### src/rtl/mem_copy_dma.sv
// Block copy engine for a single-port 16-bit byte-addressed memory: one read
// cycle then one write cycle per word, with a running 16-bit modular checksum.
module mem_copy_dma #(
    parameter int ADDR_WIDTH = 16
) (
    input  logic                  clk,
    input  logic                  rst,
    input  logic                  start,
    input  logic [ADDR_WIDTH-1:0] src_addr,
    input  logic [ADDR_WIDTH-1:0] dst_addr,
    input  logic [15:0]           len,
    output logic                  busy,
    output logic                  done,
    output logic                  err,
    output logic [15:0]           checksum,
    output logic                  mem_enable,
    output logic                  mem_wr,
    output logic [ADDR_WIDTH-1:0] mem_addr,
    output logic [15:0]           mem_wdata,
    input  logic [15:0]           mem_rdata
);

    typedef enum logic [1:0] {
        ST_IDLE = 2'd0,
        ST_RD   = 2'd1,
        ST_WR   = 2'd2,
        ST_DONE = 2'd3
    } state_t;

    localparam logic [ADDR_WIDTH-1:0] ADDR_STEP = ADDR_WIDTH'(2);

    state_t                state_r, state_s;
    logic [ADDR_WIDTH-1:0] src_r, src_s;
    logic [ADDR_WIDTH-1:0] dst_r, dst_s;
    logic [15:0]           cnt_r, cnt_s;
    logic [15:0]           buf_r, buf_s;
    logic [15:0]           sum_r, sum_s;
    logic                  mis_r, mis_s;

    // Unsigned modular add; the carry out is deliberately dropped.
    function automatic logic [15:0] csum_add(input logic [15:0] acc, input logic [15:0] word);
        csum_add = acc + word;
    endfunction

    // Next-state and datapath updates for the copy sequencer.
    always_comb begin
        state_s = state_r;
        src_s   = src_r;
        dst_s   = dst_r;
        cnt_s   = cnt_r;
        buf_s   = buf_r;
        sum_s   = sum_r;
        mis_s   = mis_r;
        case (state_r)
            ST_IDLE: begin
                if (start) begin
                    src_s = src_addr;
                    dst_s = dst_addr;
                    cnt_s = len;
                    sum_s = 16'h0000;
                    mis_s = src_addr[0] | dst_addr[0];
                    if (src_addr[0] | dst_addr[0]) begin
                        state_s = ST_DONE;
                    end else if (len == 16'd0) begin
                        state_s = ST_DONE;
                    end else begin
                        state_s = ST_RD;
                    end
                end else begin
                    state_s = ST_IDLE;
                end
            end
            ST_RD: begin
                buf_s   = mem_rdata;
                sum_s   = csum_add(sum_r, mem_rdata);
                src_s   = src_r + ADDR_STEP;
                state_s = ST_WR;
            end
            ST_WR: begin
                dst_s = dst_r + ADDR_STEP;
                cnt_s = cnt_r - 16'd1;
                if (cnt_r != 16'd1) begin
                    state_s = ST_RD;
                end else begin
                    state_s = ST_DONE;
                end
            end
            ST_DONE: begin
                state_s = ST_IDLE;
            end
            default: begin
                state_s = ST_IDLE;
            end
        endcase
    end

    // State, pointer, counter and checksum registers.
    always_ff @(posedge clk) begin
        if (rst) begin
            state_r <= ST_IDLE;
            src_r   <= '0;
            dst_r   <= '0;
            cnt_r   <= 16'h0000;
            buf_r   <= 16'h0000;
            sum_r   <= 16'h0000;
            mis_r   <= 1'b0;
        end else begin
            state_r <= state_s;
            src_r   <= src_s;
            dst_r   <= dst_s;
            cnt_r   <= cnt_s;
            buf_r   <= buf_s;
            sum_r   <= sum_s;
            mis_r   <= mis_s;
        end
    end

    // Outputs are registered from the next state so they line up with state_r.
    always_ff @(posedge clk) begin
        if (rst) begin
            busy       <= 1'b0;
            done       <= 1'b0;
            err        <= 1'b0;
            mem_enable <= 1'b0;
            mem_wr     <= 1'b0;
            mem_addr   <= '0;
            mem_wdata  <= 16'h0000;
        end else begin
            busy       <= (state_s == ST_RD) || (state_s == ST_WR);
            done       <= (state_s == ST_DONE);
            err        <= (state_s == ST_DONE) && mis_s;
            mem_enable <= (state_s == ST_RD) || (state_s == ST_WR);
            mem_wr     <= (state_s == ST_WR);
            mem_addr   <= (state_s == ST_RD) ? src_s :
                          (state_s == ST_WR) ? dst_s : '0;
            mem_wdata  <= (state_s == ST_WR) ? buf_s : 16'h0000;
        end
    end

    assign checksum = sum_r;

endmodule

### config.mk
export PLATFORM = sky130hd
export DESIGN_NAME = mem_copy_dma
export DESIGN_NICKNAME = d
export VERILOG_FILES = /design/src/rtl/mem_copy_dma.sv
export SDC_FILE = /design/constraint.sdc
export NUM_CORES = 1
export LEC_CHECK = 0
export CORE_MARGIN = 5
export CORE_UTILIZATION = 45
export DETAILED_ROUTE_END_ITERATION = 8
export GPL_TIMING_DRIVEN = 0
export PLACE_DENSITY = 0.75
export SLEW_MARGIN = 20
export SYNTH_ARGS = -nofsm -noshare
export SYNTH_HDL_FRONTEND = slang
export SYNTH_SLANG_ARGS = --single-unit
### constraint.sdc
create_clock -name clk -period 3.1 [get_ports clk]
set_input_delay 0.62 -clock clk [delete_from_list [all_inputs] [get_ports clk]]
set_output_delay 0.62 -clock clk [all_outputs]
set_load 0.005 [all_outputs]
==> results by group, run 1 <==
Route
  • Vias: 6007
  • Initial detailed-routing violation count: 609
  • Routed Antenna Nets: 0
  • Via density: 5.88
  • Wire per inst: 18.8 um
  • Final wirelength: 19.2 mm
  • # DRC: 0
  • Drt first pass iters: 6

Timing
  • Maximum clock frequency: 339 MHz
  • Final Max Tran Viols: 0
  • Slew headroom: 54.8%
  • Worst Clk Skew: 0.00844 ns
  • Final-report hold violation count: 0
  • PnR worst setup slack: 0.152 ns
  • Period utilization: 95.1%
  • Min Tclk post-route: 2.95 ns
  • Final Setup Violations: 0
  • RSZ-0062 raised after global routing: false
  • Worst-Margin Slew: 0.678 ns
  • Hold slack final: 0.452 ns

Worst hold path
  • Hold path cells: 2
  • Hold Path Class: flip-flop to flip-flop
  • Min-delay src: buf_r[7]
  • Worst Hold Path EP: buf_r[7]

Synth
  • Mapped Avg Cell Area: 8.38 um^2
  • Compound-Gate Fraction of Synth Area: 25.2%
  • Largest family of logic cells by synthesized area: compound AO/OA/AOI/OAI gates
  • Post-synth top area share: 40.6%
  • Post-synth EDFFs: 0
  • Part of the Yosys area used for sequential elements: 40.6%
  • YS warnings: 0
  • Synth Net Count: 791
  • Top_reg_cell synth: dfxtp_1
  • Simple-Gate Fraction of Synth Area: 21.7%
  • Asr flop ratio synth: 0%
  • XOR/XNOR Fraction of Synth Area: 2.53%
  • Post-Syn Area: 5870 um^2
  • Top cells by area, synth: dfxtp_1 41%, a21oi_1 5.2%, ha_1 4.7%, nand2_1 4.7%, nor2_1 4.4%
  • Mapped Cells: 701
  • Synth unique cells: 72
  • Adder-cell area share of the yosys netlist: 5.03%
  • Synth area leader: dfxtp_1
  • Multiplexer share of the synthesized area: 0.703%
  • Number of synthesized register bits: 119

Floorplan
  • Die ar.: 15400 um^2
  • Core area: 12700 um^2
  • Starting Density: 46.2%
  • Die height: 124 um
  • I/O pin cnt: 120
  • Die W: 124 um
  • # rows: 41

Outcome
  • Status: completed

Power
  • Cell Int Power: 3.36 mW
  • Logic pwr share: 19.4%
  • Lkg Pwr: 3.01 nW
  • Pwr Density: 586 nW/um^2
  • Clk pwr share: 43.0%
  • Sequential share of power: 37.6%
  • Switching Share: 27.7%
  • Switching power: 1.29 mW
  • Peak VDD IR: 0.000357 V

Critical path
  • WP depth: 10
  • Reg2Reg Setup Slack: 0.15 ns
  • R2r endpoint: mem_addr[10]
  • Worst-path cell chain: inv_1 > clkbuf_1 > clkbuf_1 > nand4_1 > nand2_1 > ha_2 > nor2b_1 > clkbuf_4 > a22oi_1 > nor2_1
  • CP max-delay cell: clkbuf_1
  • Crit path DAT: 3.22 ns
  • Reg-to-reg critical path startpoint: state_r[1]
  • FF-to-FF path depth: 10
  • Worst path bufs/invs: 4
  • Crit-path max cell delay: 0.57 ns
  • Crit start category: flip-flop
  • Nature of the critical path endpoint: flip-flop
  • CP max FO: 10
  • Kind of critical path: flip-flop to flip-flop
  • Data required, critical path: 3.37 ns
  • Top Family by Delay on Critical Path: buffers and inverters
  • Most frequent CP cell: clkbuf_1

Clock network
  • CTS tree: yes
  • Root Driver: clkbuf_16
  • CTS H-Tree Depth: 4
  • CTS sink cnt: 119
  • Clk_lat worst skew: 0.42 ns
  • Worst-path clk slew: 0.05 ns
  • Post-CTS Setup Repair Bufs: 0
  • TritonCTS buffer count: 17
  • Max Root-Sink Buffers: 2

Global routing
  • Global-route wire length before repair: 30.4 mm
  • Total grt overflow: 0
  • Number of antenna violations at the first check in global routing: 0
  • All-Layer GR Usage: 24.4%
  • Vias in the first global route: 5886
  • Pin count of the biggest net entering global routing: 17

Final layout
  • Ant diodes: 0
  • Layout Cells excl Fill: 1021
  • Most frequent cells in the layout: 119 x dfxtp_1, 119 x clkdlybuf4s50_1, 73 x nand2_1
  • Final Util: 62.3%
  • Share of cells above drive strength 1: 7.54%
  • Nets: 928
  • Area growth syn-to-layout: 35.0%

Placed design
  • DP HPWL: 14.2 mm
  • Placer congestion estimate: 0.921
  • Placed insts: 992
  • Buffers added on ports: 119
  • Pre-CTS setup slack: -1.09 ns

Job
  • Max-cap viol count: 0
[Yosys cell counts (7+ instances only)]
master,count
dfxtp_1,119
nand2_1,73
nor2_1,69
a21oi_1,61
o21ai_0,35
clkbuf_1,24
and2_1,23
ha_1,22
inv_1,21
nand3_1,18
nor3_1,16
a22o_1,13
a211oi_1,12
o22ai_1,12
a22oi_1,11
nor2b_1,11
nor4_1,9
xor2_1,9
a21o_1,8
a222oi_1,8
xnor2_1,8
a31oi_1,7
buf_1,7
nand4_1,7
o31ai_1,7
[worst register-to-register path: stages, from the launching register on]
cell      delay [ns]
dfxtp_1         0.32
inv_1           0.09
clkbuf_1        0.48
clkbuf_1        0.57
nand4_1         0.16
nand2_1         0.19
ha_2            0.38
nor2b_1         0.14
clkbuf_4        0.24
a22oi_1         0.19
nor2_1          0.07
[logic make-up after synthesis]
logic type / count (synthesis)
buffers and inverters: 62
flip-flops: 119
XOR/XNOR: 17
adder cells (fa/ha/maj): 23
AO/OA/AOI/OAI: 220
AND/OR/NAND/NOR: 256
multiplexers: 4
[routing by layer]
| layer | routed length (um) | part of all wire [%] | up-vias | global-route usage [%] |
|---|---|---|---|---|
| li1 | - | - | 2842 | - |
| met1 | 8390 | 44 | 2831 | 31.8 |
| met2 | 8800 | 46 | 298 | 38.1 |
| met3 | 1560 | 8.1 | 36 | 6.56 |
| met4 | 430 | 2.2 | 0 | 9.99 |
| met5 | 0 | 0 | - | 0 |
[per-stage QoR]
step / power, mW / area [um^2] / setup TNS [ns]
floorplan: 2.28 / 5870 / 0
global placement: 2.62 / 7280 / -21.48
detailed placement: 2.64 / 7280 / -20.67
CTS: 4.64 / 7900 / 0
global route: 4.83 / 7930 / 0
finish: 4.65 / 7930 / 0
[final cells by class]
| cell class | count | area, um^2 |
|---|---|---|
| Fill cell | 1147 | 4790 |
| Multi-Input combinational cell | 520 | 3290 |
| Sequential cell | 119 | 2380 |
| Timing Repair Buffer | 119 | 1190 |
| Clock buffer | 21 | 470 |
| Tap cell | 172 | 215 |
| Buffer | 38 | 171 |
| Clock inverter | 9 | 125 |
| Inverter | 23 | 87.6 |
[how the worst max path moves through the flow]
stage,startpoint,to,slack [ns]
3_5_place_dp,start,mem_addr[10],-1.09
4_1_cts,state_r[1],mem_addr[11],0.003
5_1_grt,state_r[1],mem_addr[10],0.006
2_1_floorplan,start,mem_addr[10],0.55
6_report,state_r[1],mem_addr[10],0.15
3_3_place_gp,start,mem_addr[10],-1.13
[power by group through the flow]
stage | clock, mW | combinational, mW | sequential [mW]
final | 2.00 | 0.899 | 1.75
after global routing | 2.09 | 0.978 | 1.76
after CTS | 2.02 | 0.879 | 1.74
after detailed placement | 0 | 0.867 | 1.77
after global placement | 0 | 0.853 | 1.77
after floorplan | 0 | 0.518 | 1.76
[state kept, by name, indices dropped and copies added, names as in the netlist]
name and cells:
buf_r 16, src_r 16, dst_r 16, cnt_r 16, done 1, mem_enable 1, mem_wr 1, err 1
mem_addr 16, checksum 16, mis_r 1, state_r 2, mem_wdata 16
[repair_timing]
item,4_1_cts,5_1_grt
hold buffers,0,0
gates resized for setup,11,8
setup endpoints to repair,16,13
gates cloned,0,0
(Power assumes the default switching activity.)
==> run 2: changes to the inputs <==
==> constraint.sdc (replaced) <==
create_clock -name clk -period 3.1 [get_ports clk]
set_input_delay 0.62 -clock clk [delete_from_list [all_inputs] [get_ports clk]]
set_output_delay 0.62 -clock clk [all_outputs]
set_load 0.02 [all_outputs]
==> results of run 2 <==
The final DEF is identical to that of run 1. Status: completed.
Main changes from that run: total power 4.65 mW -> 4.69 mW; worst IR drop on VDD 0.000357 V -> 0.000358 V
